--- src/rtl/step_sequencer_if.sv ---
// rtl/step_sequencer_if.sv - control pulses in, pattern/step/tempo state out
interface step_sequencer_if;
  logic        play_btn;
  logic        stop_btn;
  logic        bpm_up;
  logic        bpm_down;
  logic        cursor_left;
  logic        cursor_right;
  logic        toggle_btn;
  logic        clear_btn;
  logic [15:0] track_vec;
  logic [3:0]  track_iter;
  logic        step_tick;
  logic        running;
  logic [7:0]  bpm;
  logic [3:0]  cursor;

  modport master (
    output play_btn, stop_btn, bpm_up, bpm_down,
    output cursor_left, cursor_right, toggle_btn, clear_btn,
    input  track_vec, track_iter, step_tick, running, bpm, cursor
  );

  modport slave (
    input  play_btn, stop_btn, bpm_up, bpm_down,
    input  cursor_left, cursor_right, toggle_btn, clear_btn,
    output track_vec, track_iter, step_tick, running, bpm, cursor
  );
endinterface

--- src/rtl/step_sequencer.sv ---
// rtl/step_sequencer.sv - tempo-driven 16-step pattern sequencer
module step_sequencer #(
  parameter int unsigned CLK_HZ         = 100_000_000,
  parameter int unsigned STEPS_PER_BEAT = 4,
  parameter int unsigned BPM_MIN        = 60,
  parameter int unsigned BPM_MAX        = 240,
  parameter int unsigned BPM_DEFAULT    = 120,
  parameter int unsigned BPM_STEP       = 4,
  parameter logic [15:0] PATTERN_INIT   = 16'h8888
) (
  input  logic             clk,
  input  logic             reset,
  step_sequencer_if.slave  bus
);
  typedef enum logic [1:0] {IDLE = 2'd0, RUN = 2'd1, PAUSE = 2'd2} state_t;

  // One step is due each time acc crosses 60*CLK_HZ while adding bpm*STEPS_PER_BEAT per cycle.
  localparam logic [33:0] LIMIT = 34'(64'(CLK_HZ) * 64'd60);
  localparam logic [8:0]  MAX9  = 9'(BPM_MAX);
  localparam logic [8:0]  MIN9  = 9'(BPM_MIN);
  localparam logic [8:0]  STEP9 = 9'(BPM_STEP);

  state_t      state_q, state_d;
  logic [33:0] acc_q, acc_d;
  logic [3:0]  iter_q, iter_d;
  logic        tick_q, tick_d;
  logic        running_q, running_d;
  logic [7:0]  bpm_q, bpm_d;
  logic [3:0]  cursor_q, cursor_d;
  logic [15:0] vec_q, vec_d;
  logic [33:0] inc, sum;
  logic [8:0]  bpm_w;

  always_comb begin
    state_d  = state_q;
    acc_d    = acc_q;
    iter_d   = iter_q;
    tick_d   = 1'b0;
    bpm_d    = bpm_q;
    cursor_d = cursor_q;
    vec_d    = vec_q;
    inc      = 34'(bpm_q) * 34'(STEPS_PER_BEAT);
    sum      = acc_q + inc;
    bpm_w    = {1'b0, bpm_q};

    if (bus.stop_btn) begin
      state_d = IDLE;
      acc_d   = '0;
      iter_d  = '0;
    end else if (bus.play_btn) begin
      case (state_q)
        IDLE: begin
          state_d = RUN;
          acc_d   = '0;
          iter_d  = '0;
          tick_d  = 1'b1;
        end
        RUN:     state_d = PAUSE;
        default: state_d = RUN;
      endcase
    end else if (state_q == RUN) begin
      if (sum >= LIMIT) begin
        acc_d  = sum - LIMIT;
        iter_d = iter_q + 4'd1;
        tick_d = 1'b1;
      end else begin
        acc_d = sum;
      end
    end
    running_d = (state_d == RUN);

    if (bus.bpm_up && !bus.bpm_down) begin
      bpm_d = (bpm_w + STEP9 > MAX9) ? 8'(MAX9) : 8'(bpm_w + STEP9);
    end else if (bus.bpm_down && !bus.bpm_up) begin
      bpm_d = (bpm_w < MIN9 + STEP9) ? 8'(MIN9) : 8'(bpm_w - STEP9);
    end

    // Toggle uses the cursor as it stood before any same-cycle move.
    if (bus.clear_btn) begin
      vec_d = '0;
    end else if (bus.toggle_btn) begin
      vec_d = vec_q ^ (16'h0001 << cursor_q);
    end

    if (bus.cursor_left && !bus.cursor_right) begin
      cursor_d = cursor_q - 4'd1;
    end else if (bus.cursor_right && !bus.cursor_left) begin
      cursor_d = cursor_q + 4'd1;
    end
  end

  always_ff @(posedge clk or posedge reset) begin
    if (reset) begin
      state_q   <= IDLE;
      acc_q     <= '0;
      iter_q    <= '0;
      tick_q    <= 1'b0;
      running_q <= 1'b0;
      bpm_q     <= 8'(BPM_DEFAULT);
      cursor_q  <= '0;
      vec_q     <= PATTERN_INIT;
    end else begin
      state_q   <= state_d;
      acc_q     <= acc_d;
      iter_q    <= iter_d;
      tick_q    <= tick_d;
      running_q <= running_d;
      bpm_q     <= bpm_d;
      cursor_q  <= cursor_d;
      vec_q     <= vec_d;
    end
  end

  assign bus.track_vec  = vec_q;
  assign bus.track_iter = iter_q;
  assign bus.step_tick  = tick_q;
  assign bus.running    = running_q;
  assign bus.bpm        = bpm_q;
  assign bus.cursor     = cursor_q;
endmodule

--- src/flat_wrapper.sv ---
// flat-port wrapper written by rule: the top's interface ports become plain ports
module step_sequencer_flat 
#(
  parameter int unsigned CLK_HZ         = 100_000_000,
  parameter int unsigned STEPS_PER_BEAT = 4,
  parameter int unsigned BPM_MIN        = 60,
  parameter int unsigned BPM_MAX        = 240,
  parameter int unsigned BPM_DEFAULT    = 120,
  parameter int unsigned BPM_STEP       = 4,
  parameter logic [15:0] PATTERN_INIT   = 16'h8888
)
  (clk, reset, bus_play_btn, bus_stop_btn, bus_bpm_up, bus_bpm_down, bus_cursor_left, bus_cursor_right, bus_toggle_btn, bus_clear_btn, bus_track_vec, bus_track_iter, bus_step_tick, bus_running, bus_bpm, bus_cursor);
  step_sequencer_if bus_i ();
  input  logic clk;
  input  logic reset;
  input wire logic [$bits(bus_i.play_btn)-1:0] bus_play_btn;
  input wire logic [$bits(bus_i.stop_btn)-1:0] bus_stop_btn;
  input wire logic [$bits(bus_i.bpm_up)-1:0] bus_bpm_up;
  input wire logic [$bits(bus_i.bpm_down)-1:0] bus_bpm_down;
  input wire logic [$bits(bus_i.cursor_left)-1:0] bus_cursor_left;
  input wire logic [$bits(bus_i.cursor_right)-1:0] bus_cursor_right;
  input wire logic [$bits(bus_i.toggle_btn)-1:0] bus_toggle_btn;
  input wire logic [$bits(bus_i.clear_btn)-1:0] bus_clear_btn;
  output wire logic [$bits(bus_i.track_vec)-1:0] bus_track_vec;
  output wire logic [$bits(bus_i.track_iter)-1:0] bus_track_iter;
  output wire logic [$bits(bus_i.step_tick)-1:0] bus_step_tick;
  output wire logic [$bits(bus_i.running)-1:0] bus_running;
  output wire logic [$bits(bus_i.bpm)-1:0] bus_bpm;
  output wire logic [$bits(bus_i.cursor)-1:0] bus_cursor;
  assign bus_i.play_btn = bus_play_btn;
  assign bus_i.stop_btn = bus_stop_btn;
  assign bus_i.bpm_up = bus_bpm_up;
  assign bus_i.bpm_down = bus_bpm_down;
  assign bus_i.cursor_left = bus_cursor_left;
  assign bus_i.cursor_right = bus_cursor_right;
  assign bus_i.toggle_btn = bus_toggle_btn;
  assign bus_i.clear_btn = bus_clear_btn;
  assign bus_track_vec = bus_i.track_vec;
  assign bus_track_iter = bus_i.track_iter;
  assign bus_step_tick = bus_i.step_tick;
  assign bus_running = bus_i.running;
  assign bus_bpm = bus_i.bpm;
  assign bus_cursor = bus_i.cursor;
  step_sequencer #(.CLK_HZ(CLK_HZ), .STEPS_PER_BEAT(STEPS_PER_BEAT), .BPM_MIN(BPM_MIN), .BPM_MAX(BPM_MAX), .BPM_DEFAULT(BPM_DEFAULT), .BPM_STEP(BPM_STEP), .PATTERN_INIT(PATTERN_INIT)) u_core (.clk(clk), .reset(reset), .bus(bus_i));
endmodule
--- config.mk ---
export PLATFORM = sky130hd
export DESIGN_NAME = step_sequencer_flat
export DESIGN_NICKNAME = d
export VERILOG_FILES = /design/src/rtl/step_sequencer_if.sv /design/src/rtl/step_sequencer.sv /design/src/flat_wrapper.sv
export SDC_FILE = /design/constraint.sdc
export NUM_CORES = 1
export LEC_CHECK = 0
export ABC_AREA = 1
export BUFFER_PORTS_ARGS = -buffer_cell sky130_fd_sc_hd__buf_2
export CAP_MARGIN = 20
export CORE_MARGIN = 5
export CORE_UTILIZATION = 55
export DETAILED_ROUTE_END_ITERATION = 8
export GPL_TIMING_DRIVEN = 0
export HOLD_SLACK_MARGIN = 0.15
export MAX_ROUTING_LAYER = met4
export PLACE_DENSITY = 0.74
export RECOVER_POWER = 25
export SKIP_LAST_GASP = 1
export SLEW_MARGIN = 10
export SYNTH_ARGS = -nofsm -noshare
export SYNTH_HDL_FRONTEND = slang
export SYNTH_SLANG_ARGS = --single-unit
--- constraint.sdc ---
create_clock -name clk -period 4.94 [get_ports clk]
set_input_delay 0.494 -clock clk [delete_from_list [all_inputs] [get_ports clk]]
set_output_delay 0.494 -clock clk [all_outputs]
set_load 0.005 [all_outputs]
==> key figures, run 1 <==
STA
  – Setup TNS: 0 ps
  – Slew @ Worst Pin: 628.1 ps
  – Final setup viols: 0
  – Final Skew: 16.53 ps
  – Highest Clock Rate: 277.2 MHz
  – Fin. max-slew vios: 0
  – RSZ-0062 raised after global routing: no
  – Worst rel slew slack: 0.5813
  – Tcrit/Tclk final: 0.7304
  – Final number of hold-violating endpoints: 0
  – Worst setup margin: 1332 ps
  – Min Tclk post-route: 3608 ps
  – Worst hold slack: 436.8 ps

Hold path
  – HP Class: input pin to flip-flop
  – Min-Delay Path Depth: 3
  – Hold_sp: bus_bpm_up
  – WHS Endpoint: u_core.bus.bpm[5]

Final layout
  – Layout fillers: 996
  – Share of cells above drive strength 1: 0.09734
  – Most frequent cells in the layout: nand2_1, nor2_1, inv_1, nand3_1, dfrtp_1
  – Commonest non-fill, non-tap cell in the layout: nand2_1
  – P&R area growth vs syn: 11.93%
  – Seq. cell area: 1612 um2
  – Nets: 997
  – Final instance area: 6130 um2
  – Multi-input gate area: 3303 um2
  – Ant. Diodes: 0

Clocking
  – Post_cts resized: 0
  – Clock root buffer: clkbuf_8
  – CTS sink count: 64
  – H-tree depth: 3
  – Maximum clock insertion buffer count: 2
  – Later-pin clock latency in the skew report: 360 ps
  – TritonCTS Buffers: 9
  – Clock Pin Slew Worst Setup and Hold Paths: 90 ps
  – Post-CTS setup buffer count: 0
  – CTS tree: yes
  – CTS Hold Bufs: 1

Critical path
  – Worst Path Max Fanout: 10
  – Slowest CP cell: dfrtp_1
  – Crit path top cell by count: nand2_1
  – R2R Path End: u_core.acc_q[15]
  – Req. time, crit path: 5180 ps
  – Worst setup path start: u_core.bus.bpm[7]
  – Crit path DAT: 3850 ps
  – Crit-path max cell delay: 460 ps
  – FF-to-FF Start: u_core.bus.bpm[7]
  – R2r setup slk: 1330 ps
  – Crit path kind: flip-flop to flip-flop
  – Crit path launch type: flip-flop
  – Worst Reg-to-Reg Cells: 21
  – Crit-path cells: ha_1, nand2_1, nor2_1, nand2_1, nand3_1, inv_1, nand2_1, inv_1, nor2_1, ha_1, inv_1, nor2_1, nand3_1, nand2_1, nand3_1, nand3_2, buf_6, buf_6, a21oi_1, nand2_1, nand2_1
  – CP Buf/Inv Count: 5
  – Worst Setup End Kind: flip-flop
  – CP top delay family: simple AND/OR/NAND/NOR gates

GRT
  – Initial antenna violation count: 0
  – First-pass GRT wire length: 25,530 um
  – GRT Residual Overflow: 0
  – GRT Total Usage: 0.2786
  – Largest net degree at the start of global routing: 64
  – Via count of the first global-routing pass: 5,193

Synth
  – #FFs+latches synth: 64
  – Synth warnings: 0
  – Syn Inst Count: 919
  – Largest family of logic cells by synthesized area: simple AND/OR/NAND/NOR gates
  – Synthesized area: 5477 um2
  – Xor and xnor area share after synthesis: 0.02239
  – Mux cell area share after synthesis: 0
  – EDFF count, synth: 0
  – Most used DFF post-synth: dfrtp_1
  – Synth Area in Compound Gates: 0.05666
  – Simple-gate share of the synthesized area: 0.4848
  – Adder-cell share of the synthesized area: 0.03793
  – Share of synthesized registers carrying an async set or reset: 1.000
  – Avg Cell Area, Syn: 5.959 um2
  – Netlist cell types: 42
  – Seq/Total Area, Yosys: 0.2943

Route
  – Avg WL per Cell: 13.85 um
  – Via count: 5,837
  – First-pass DRT Iterations: 5
  – Post-DRT Antenna Nets: 0
  – Final wirelength: 15,360 um
  – Detailed Route Iter0 Violations: 652
  – Remaining DRCs: 0
  – Vias per cell: 5.263

Placed design
  – Placement Cell Area: 5867 um2
  – Post-placement setup slack: 1468 ps
  – IO Port Bufs: 38
  – GPL Wtd Cong: 1.001
  – HPWL Detailed: 11,760 um

Pwr
  – P_leak: 0.003263 uW
  – Peak supply drop: 0.2742 mV
  – Power per Cell Area: 309.1 nW/um2

Run status
  – Run status: complete, no violations

Floorplan
  – Rows: 36
  – Die H: 109.8 um
  – Placeable Area: 9729 um2
  – Die X: 109.8 um
  – Die area: 12,050 um2
  – Initial Util: 0.5629
  – Num ports: 44

Job
  – Max cap viols: 0
==> kinds of logic (layout without fill, tap and decap cells) <==
logic type                 after synthesis  in the layout
AOI/OAI and AO/OA                       55             55
xor gates and xnor gates                14             14
adders and majority gates               16             16
buffers and inverters                  142            198
DFF                                     64             64
other                                    1              2
and+or+nand+nor                        627            627
==> cell usage after synthesis, types with 7 or more instances <==
library cell / n / area share
dfstp_2: 8 / 0.038
clkbuf_1: 10 / 0.0069
nand3_1: 95 / 0.087
ha_1: 15 / 0.034
inv_2: 7 / 0.0048
nor3b_1: 12 / 0.016
inv_1: 117 / 0.080
nor2_1: 129 / 0.088
xor2_1: 9 / 0.014
nand2_2: 7 / 0.0080
nand4_1: 11 / 0.013
a21oi_1: 19 / 0.017
o21ai_0: 23 / 0.021
nand2_1: 333 / 0.23
nor3_1: 20 / 0.018
dfrtp_1: 56 / 0.26
==> final cells by class <==
cell class,count,share of cell area
clock buffers,10,0.02245
repair buffers,40,0.03715
inverters,125,0.07675
well taps,133,0.02715
clock inverters,6,0.01898
multi-input cells,714,0.5389
plain buffers,17,0.01572
flip-flops and latches,64,0.2629
==> through the flow <==
step	cells	utilization	total power, uW
6_report	1109	0.6300	1894
5_1_grt	1109	0.6300	2034
4_1_cts	1109	0.6301	1908
3_5_place_dp	1092	0.6030	1318
3_3_place_gp	1091	0.5999	1307
2_1_floorplan	920	-	1130
==> worst register-to-register path: cells and delay by family, from the launching register on <==
| family | cells | cell delay, ps |
|---|---|---|
| buffers and inverters | 5 | 530 |
| adder cells (fa/ha/maj) | 2 | 610 |
| AND/OR/NAND/NOR | 13 | 1800 |
| AO/OA/AOI/OAI | 1 | 80 |
| flip-flops | 1 | 460 |
==> power by group <==
part,leakage [uW],switching [uW],internal (uW)
Sequential,0.000846,96.4,613
Clock,0.000127,235,352
Combinational,0.00229,364,233
==> per-layer routing <==
metal	global-route usage	wire [um]	share of wire	up-vias
met5	-	0	0	-
met4	0.06946	205	0.013	0
met3	0.03934	1061	0.069	25
met2	0.4155	6773	0.44	196
met1	0.3986	7322	0.48	2623
li1	-	-	-	2993
==> flip-flops by register name (all words and copies together), names as in the netlist <==
signal                 count
u_core.bus.cursor          4
u_core.bus.track_vec      16
u_core.state_q             2
u_core.bus.running         1
u_core.bus.track_iter      4
u_core.acc_q              30
u_core.bus.step_tick       1
u_core.bus.bpm             6
==> worst max path at each step <==
stage | to | cells after the start | slack, ps
finish | u_core.acc_q[15] | 21 | 1330
global route | u_core.acc_q[21] | 20 | 1150
CTS | u_core.acc_q[21] | 21 | 1410
detailed placement | u_core.acc_q[15] | 21 | 1470
global placement | u_core.acc_q[21] | 21 | 1470
floorplan | u_core.acc_q[21] | 20 | 2140
Power figures use the tool's default switching activity.
==> run 2, diff against run 1 <==
ABC_AREA = 0   (was 1)
PLACE_DENSITY = 0.75   (was 0.74)
clock period = 3.7 ns   (was 4.94 ns; I/O delays follow)
==> run 2 against run 1 <==
The run now ends with max-capacitance violations, max-slew violations, negative setup slack left. Via count fell by 18%. Clock skew fell by 8.4 ps. Global-route usage fell by 0.69 points. Count of clock-buffer cells in the layout fell by 1. Synthesized cell count fell by 37%. Final cell count fell by 30%. Design area fell by 3.2%. Non-clock buffer count rose by 58. Area after synthesis fell by 13%. Largest power group is now combinational cells. Critical path type unchanged. Register-to-register slack got worse by 1500 ps.
==> key figures, run 2 <==
Critical path
  – Worst Path Max Fanout: 5 (-5)
  – Worst Setup End Kind: flip-flop
  – Req. time, crit path: 3940 ps (-1240 ps)
  – Crit path launch type: flip-flop
  – Crit path DAT: 4100 ps (+250 ps)
  – Crit path kind: flip-flop to flip-flop

STA
  – Worst setup margin: -161.4 ps (-1493 ps)
  – RSZ-0062 raised after global routing: yes
  – Fin. max-slew vios: 46 (+46)
  – Slew @ Worst Pin: 2070 ps (+1442 ps)
  – Final setup viols: 15 (+15)
  – Tcrit/Tclk final: 1.044 (+0.3133)
  – Final number of hold-violating endpoints: 0 (unchanged)
  – Worst rel slew slack: -0.3825 (-0.9638)
  – Final Skew: 8.140 ps (-8.393 ps)
  – Highest Clock Rate: 259.0 MHz (-6.6%)
  – Min Tclk post-route: 3861 ps (+253.4 ps)
  – Worst hold slack: 388.9 ps (-47.88 ps)

Placed design
  – Post-placement setup slack: -500.6 ps (-1969 ps)
  – HPWL Detailed: 9076 um (-23%)
  – GPL Wtd Cong: 0.9678 (-3.3%)
  – IO Port Bufs: 39 (+2.6%)

Synth
  – Seq/Total Area, Yosys: 0.3397 (+0.04540)
  – Netlist cell types: 75 (+79%)
  – Top cell type by total area after synthesis: dfrtp_1
  – Share of synthesized registers carrying an async set or reset: 1.000 (unchanged)
  – EDFF count, synth: 0 (unchanged)
  – Synth warnings: 0 (unchanged)
  – Synth cell count leaders: dfrtp_1, o21ai_0, nand2_1
  – Syn Inst Count: 577 (-37%)
  – Most used DFF post-synth: dfrtp_1
  – Top cells by area, synth: dfrtp_1, o21ai_0, dfstp_2
  – Yosys top cell area share: 0.2954 (+0.03948)
  – Count leader, synth: dfrtp_1
  – Synthesized area: 4745 um2 (-13%)
  – Avg Cell Area, Syn: 8.223 um2 (+38%)
  – #FFs+latches synth: 64 (unchanged)

Pwr
  – Combinational fraction of design power: 0.415 (+0.099)
  – Reg power frac: 0.366 (-0.009)
  – Psw: 989.4 uW (+42%)
  – Peak supply drop: 0.1887 mV (-31%)
  – Switch share: 0.3959 (+0.02843)
  – Clk pwr share: 0.219 (-0.091)
  – Power per Cell Area: 421.0 nW/um2 (+36%)
  – P_int: 1510 uW (+26%)
  – P_leak: 0.002386 uW (-27%)

Hold path
  – HP Class: input pin to flip-flop

GRT
  – GRT Total Usage: 0.2716 (-0.006937)
  – Via count of the first global-routing pass: 4,618 (-11%)
  – Largest net degree at the start of global routing: 46 (-28%)
  – First-pass GRT wire length: 22,120 um (-13%)
  – Initial antenna violation count: 0 (unchanged)
  – GRT Residual Overflow: 0 (unchanged)

Clocking
  – Clock root buffer: clkbuf_8
  – TritonCTS Buffers: 9 (unchanged)
  – Clock Pin Slew Worst Setup and Hold Paths: 80 ps (about the same)
  – Maximum clock insertion buffer count: 2 (unchanged)
  – CTS tree: yes
  – CTS sink count: 64 (unchanged)
  – Later-pin clock latency in the skew report: 350 ps (about the same)
  – H-tree depth: 3 (unchanged)

Final layout
  – Share of cells above drive strength 1: 0.2619 (+0.1646)
  – Nets: 693 (-30%)
  – Most frequent cells in the layout: dfrtp_1, nand2_1, o21ai_0, nor2_1, buf_2
  – Seq. cell area: 1614 um2 (+0.16%)
  – Layout fillers: 631 (-37%)
  – P&R area growth vs syn: 25.11%
  – Multi-input gate area: 3194 um2 (-3.3%)
  – Commonest non-fill, non-tap cell in the layout: dfrtp_1
  – Ant. Diodes: 0 (unchanged)
  – Max FFs per register: 30 (unchanged)
  – Largest Register: u_core.acc_q
  – Layout Utilization: 0.7152 (+0.08520)

Run status
  – Failing checks: max-capacitance violations, max-slew violations, negative setup slack
  – Run status: complete, but fails checks

Floorplan
  – Initial Util: 0.5717 (+0.008801)
  – Die X: 102.9 um (-6.3%)
  – Placeable Area: 8299 um2 (-15%)
  – Die area: 10,580 um2 (-12%)
  – Die H: 102.9 um (-6.3%)
  – Rows: 33 (-8.3%)
  – Num ports: 44 (unchanged)

Job
  – Max cap viols: 1 (+1)

Route
  – Avg WL per Cell: 17.92 um (+29%)
  – Final wirelength: 13,920 um (-9.4%)
  – Remaining DRCs: 0 (unchanged)
  – Detailed Route Iter0 Violations: 309 (-53%)
  – Post-DRT Antenna Nets: 0 (unchanged)
  – First-pass DRT Iterations: 5 (unchanged)
  – Vias per cell: 6.187 (+18%)
  – Via count: 4,807 (-18%)
-- run 2: cell count changes in the layout (fill, tap and decap cells not counted), sizes merged, moves of 14 or more --
cell,delta
nand3,-75
o21ai,+36
a21oi,+20
clkbuf,+17
buf,+39
xnor2,+14
inv,-97
nor2,-91
nand2,-288
or3,+20
-- run 2: kinds of logic after synthesis --
group,count (synthesis),share of synthesized area
simple gates,209,0.2249
compound gates,187,0.2598
flops,64,0.3397
buf+inv,63,0.05801
xor+xnor,25,0.04773
fa+ha+maj,17,0.04589
mux,11,0.02321
other cells,1,0.0007904
-- run 2: power groups by stage --
stage / clock network [uW] / logic (uW) / registers [uW]
3_3_place_gp: 0 / 824 / 952
6_report: 547 / 1040 / 916
3_5_place_dp: 0 / 854 / 956
4_1_cts: 558 / 918 / 934
2_1_floorplan: 0 / 610 / 938
5_1_grt: 592 / 1160 / 932
-- run 2: worst max-delay path, cell delays in order (launching register included) --
cell,delay [ps]
dfstp_2,560
ha_4,210
a211oi_4,370
o21bai_4,170
a311oi_4,360
nor2_4,70
ha_4,170
o311a_1,110
o21a_2,230
o2111ai_4,240
a31oi_4,150
nor3_4,230
buf_6,140
buf_12,90
nor4_4,30
or3_1,340
a32o_1,270
-- run 2: timing repair --
item	CTS	global route
endpoints found under the hold margin	15	0
hold buffers	1	0
resized for setup	36	33
buffers inserted	17	21
endpoints found under the setup margin	29	29
cloned	1	0
pin swaps	24	19
-- run 2: stage by stage --
step	total power [uW]	cell area, um2	TNS, ps	instances
after floorplan	1549	4815	0	578
final	2499	5936	-1064	777
after detailed placement	1810	5171	-8812	723
after global placement	1776	5141	-8550	722
after global routing	2679	5936	-3377	777
after CTS	2410	5669	-981.2	758
-- run 2: final timing paths --
check	start	slack (ps)	cells after the start	to
setup / recovery	u_core.bus.bpm[3]	-160	16	u_core.acc_q[20]
hold / removal	bus_stop_btn	390	2	u_core.bus.running
setup reg to reg	u_core.bus.bpm[3]	-160	16	u_core.acc_q[20]
hold reg to reg	u_core.acc_q[4]	480	2	u_core.acc_q[4]
max in group asynchronous	reset	580	4	u_core.acc_q[22]
min in group asynchronous	reset	700	3	u_core.acc_q[13]
-- run 2: final cells by class --
type | count | area share
Clock inverter | 7 | 0.008010
Inverter | 26 | 0.01665
Timing Repair Buffer | 79 | 0.09064
Buffer | 36 | 0.03162
Sequential cell | 64 | 0.2719
Multi-Input combinational cell | 451 | 0.5382
Tap cell | 105 | 0.02213
Clock buffer | 9 | 0.02087
-- run 2: metal layers --
| metal | up-vias | share of wire | track usage |
|---|---|---|---|
| li1 | 2286 | - | - |
| met4 | 0 | 0.024 | 0.08865 |
| met2 | 190 | 0.50 | 0.4430 |
| met3 | 31 | 0.067 | 0.04736 |
| met1 | 2300 | 0.41 | 0.3431 |
| met5 | - | 0 | - |
==> run 3, diff against run 2 <==
CORE_UTILIZATION = 45   (was 55)
PLACE_DENSITY = not set   (was 0.75)
==> run 3 against run 2 <==
The flow still finishes with violations (max-capacitance violations, max-slew violations, negative setup slack). Clock power grew 32%. Critical path depth shrank 1. Wire length grew 1.2%. Clock skew grew 4.2 ps. Critical path type unchanged. Largest cell class unchanged.
==> key figures, run 3 (synthesis gave the netlist of run 2 again) <==
Final layout
  – Largest Register: u_core.acc_q
  – Most frequent cells in the layout: dfrtp_1, nand2_1, o21ai_0, nor2_1, buf_2
  – Max FFs per register: 30 (unchanged)
  – Nets: 690 (-0.43%)
  – P&R area growth vs syn: 25.95%
  – Commonest non-fill, non-tap cell in the layout: dfrtp_1
  – Share of cells above drive strength 1: 0.2526 (-0.009289)
  – Layout Utilization: 0.5788 (-0.1364)
  – Ant. Diodes: 0 (unchanged)

Route
  – Vias per cell: 5.965 (-3.6%)
  – Final wirelength: 14,080 um (+1.2%)
  – Avg WL per Cell: 17.50 um (-2.3%)
  – Post-DRT Antenna Nets: 0 (unchanged)
  – Detailed Route Iter0 Violations: 388 (+26%)
  – Via count: 4,802 (-0.10%)
  – First-pass DRT Iterations: 5 (unchanged)
  – Remaining DRCs: 0 (unchanged)

Floorplan
  – Placeable Area: 10,320 um2 (+24%)
  – Die X: 112.7 um (+9.5%)
  – Rows: 37 (+12%)
  – Die H: 112.7 um (+9.5%)
  – Num ports: 44 (unchanged)
  – Die area: 12,700 um2 (+20%)
  – Initial Util: 0.4596 (-0.1121)

Clocking
  – Maximum clock insertion buffer count: 2 (unchanged)
  – Later-pin clock latency in the skew report: 360 ps (about the same)
  – Clock Pin Slew Worst Setup and Hold Paths: 80 ps (about the same)
  – Clock root buffer: clkbuf_8
  – CTS tree: yes
  – CTS sink count: 64 (unchanged)
  – H-tree depth: 3 (unchanged)
  – TritonCTS Buffers: 9 (unchanged)

Critical path
  – Req. time, crit path: 3940 ps (about the same)
  – R2R Path End: u_core.acc_q[19]
  – Crit path launch type: flip-flop
  – R2r setup slk: -160 ps (about the same)
  – Crit-path max cell delay: 560 ps (about the same)
  – Crit path kind: flip-flop to flip-flop
  – Crit-path cells: ha_4, a211oi_4, o21bai_4, a311oi_4, nor2_4, ha_4, o311a_1, o21a_2, o2111ai_4, a31oi_4, nor3_4, buf_4, o21a_1, o31ai_1, a21bo_2
  – Crit path top cell by count: ha_4
  – Slowest CP cell: dfstp_2
  – Crit path DAT: 4100 ps (about the same)
  – Worst Reg-to-Reg Cells: 15 (-1)
  – FF-to-FF Start: u_core.bus.bpm[3]
  – Worst Path Max Fanout: 6 (+1)
  – Worst Setup End Kind: flip-flop
  – Worst setup endpoint: u_core.acc_q[19]
  – Worst setup path start: u_core.bus.bpm[3]

GRT
  – Initial antenna violation count: 0 (unchanged)
  – GRT Residual Overflow: 0 (unchanged)
  – Largest net degree at the start of global routing: 43 (-6.5%)
  – Via count of the first global-routing pass: 4,628 (+0.22%)
  – GRT Total Usage: 0.2294 (-0.04223)
  – First-pass GRT wire length: 23,340 um (+5.5%)

Run status
  – Failing checks: max-capacitance violations, max-slew violations, negative setup slack
  – Run status: complete, but fails checks

STA
  – Highest Clock Rate: 258.9 MHz (about the same)
  – Worst rel slew slack: -0.3006 (+0.08193)
  – Min Tclk post-route: 3863 ps (+1.732 ps)
  – Slew @ Worst Pin: 1948 ps (-122.7 ps)
  – RSZ-0062 raised after global routing: yes
  – Final setup viols: 22 (+7)
  – Tcrit/Tclk final: 1.044 (about the same)
  – Setup TNS: -1374 ps (-310.4 ps)
  – Final number of hold-violating endpoints: 0 (unchanged)
  – Worst setup margin: -163.1 ps (-1.732 ps)
  – Worst hold slack: 389.2 ps (+0.3150 ps)
  – Fin. max-slew vios: 43 (-6.5%)
  – Final Skew: 12.34 ps (+4.199 ps)

Placed design
  – GPL Wtd Cong: 0.9049 (-6.5%)
  – HPWL Detailed: 9380 um (+3.4%)
  – Post-placement setup slack: -520.2 ps (-19.62 ps)
  – IO Port Bufs: 39 (unchanged)

Pwr
  – Combinational fraction of design power: 0.386 (-0.029)
  – Reg power frac: 0.343 (-0.023)
  – Psw: 984.3 uW (-0.52%)
  – Peak supply drop: 0.2452 mV (+30%)
  – Switch share: 0.3689 (-0.02703)
  – P_int: 1684 uW (+12%)
  – Clk pwr share: 0.271 (+0.052)
  – P_leak: 0.002394 uW (+0.33%)
  – Final Power: 2668 uW (+6.8%)
  – Power per Cell Area: 446.5 nW/um2 (+6.1%)

Hold path
  – HP Class: input pin to flip-flop

Job
  – Max cap viols: 1 (unchanged)
run 3: cell count changes in the layout (fill, tap and decap cells not counted), moves of 2 or more:
cell	previous run	this run
o21ai_1	7	11
mux2i_4	3	1
bufinv_16	0	2
o21ai_0	48	45
nand3_1	18	20
clkbuf_8	9	11
clkinv_2	3	0
buf_8	2	0
run 3: worst min path at each step:
stage                     from                      end  cells after the start  slack (ps)
5_1_grt           bus_stop_btn        u_core.state_q[1]                      2         410
6_report         bus_clear_btn  u_core.bus.track_vec[2]                      2         390
2_1_floorplan  u_core.acc_q[4]          u_core.acc_q[4]                      2         440
3_3_place_gp   u_core.acc_q[4]          u_core.acc_q[4]                      2         460
3_5_place_dp             reset        u_core.bus.bpm[2]                      2         360
4_1_cts          bus_clear_btn  u_core.bus.track_vec[2]                      2         380
run 3: area by class of cell:
| class | instances | area [um2] |
|---|---|---|
| Sequential cell | 64 | 1614 |
| Timing Repair Buffer | 77 | 519.2 |
| Inverter | 26 | 98.84 |
| Clock buffer | 12 | 155.1 |
| Clock inverter | 4 | 76.32 |
| Buffer | 35 | 177.7 |
| Fill cell | 939 | 4348 |
| Multi-Input combinational cell | 451 | 3164 |
| Tap cell | 136 | 170.2 |
run 3: power by group through the flow:
stage | Sequential [uW] | Clock (uW) | Combinational [uW]
after floorplan | 938 | 0 | 610
after global placement | 954 | 0 | 833
after detailed placement | 960 | 0 | 859
after CTS | 937 | 733 | 943
after global routing | 937 | 766 | 1160
final | 916 | 722 | 1030
run 3: stage by stage:
step / cells / instance area, um2
CTS: 790 / 5779
detailed placement: 754 / 5210
global placement: 753 / 5180
floorplan: 578 / 4815
finish: 805 / 5976
global route: 805 / 5976
run 3: timing repair:
action                                  CTS  global route
hold endpoints to repair                 16             0
setup buffers                            18            17
gates cloned                              1             0
endpoints found under the setup margin   29            29
pin swaps                                19            19
hold buffers                              1             0
resized for setup                        35            28
run 3: critical path: cells and delay by family (launching register included):
family,cells,cell delay [ps]
flip-flops,1,560
AND/OR/NAND/NOR,2,490
buffers and inverters,1,200
adder cells (fa/ha/maj),2,380
AO/OA/AOI/OAI,10,2120
run 3: layer usage:
metal  up-vias  share of wire  global-route usage
met5         -              0                   -
met4         0          0.026             0.07612
met3        31          0.051             0.04043
met2       164           0.48              0.3685
met1      2325           0.45              0.2933
li1       2282              -                   -
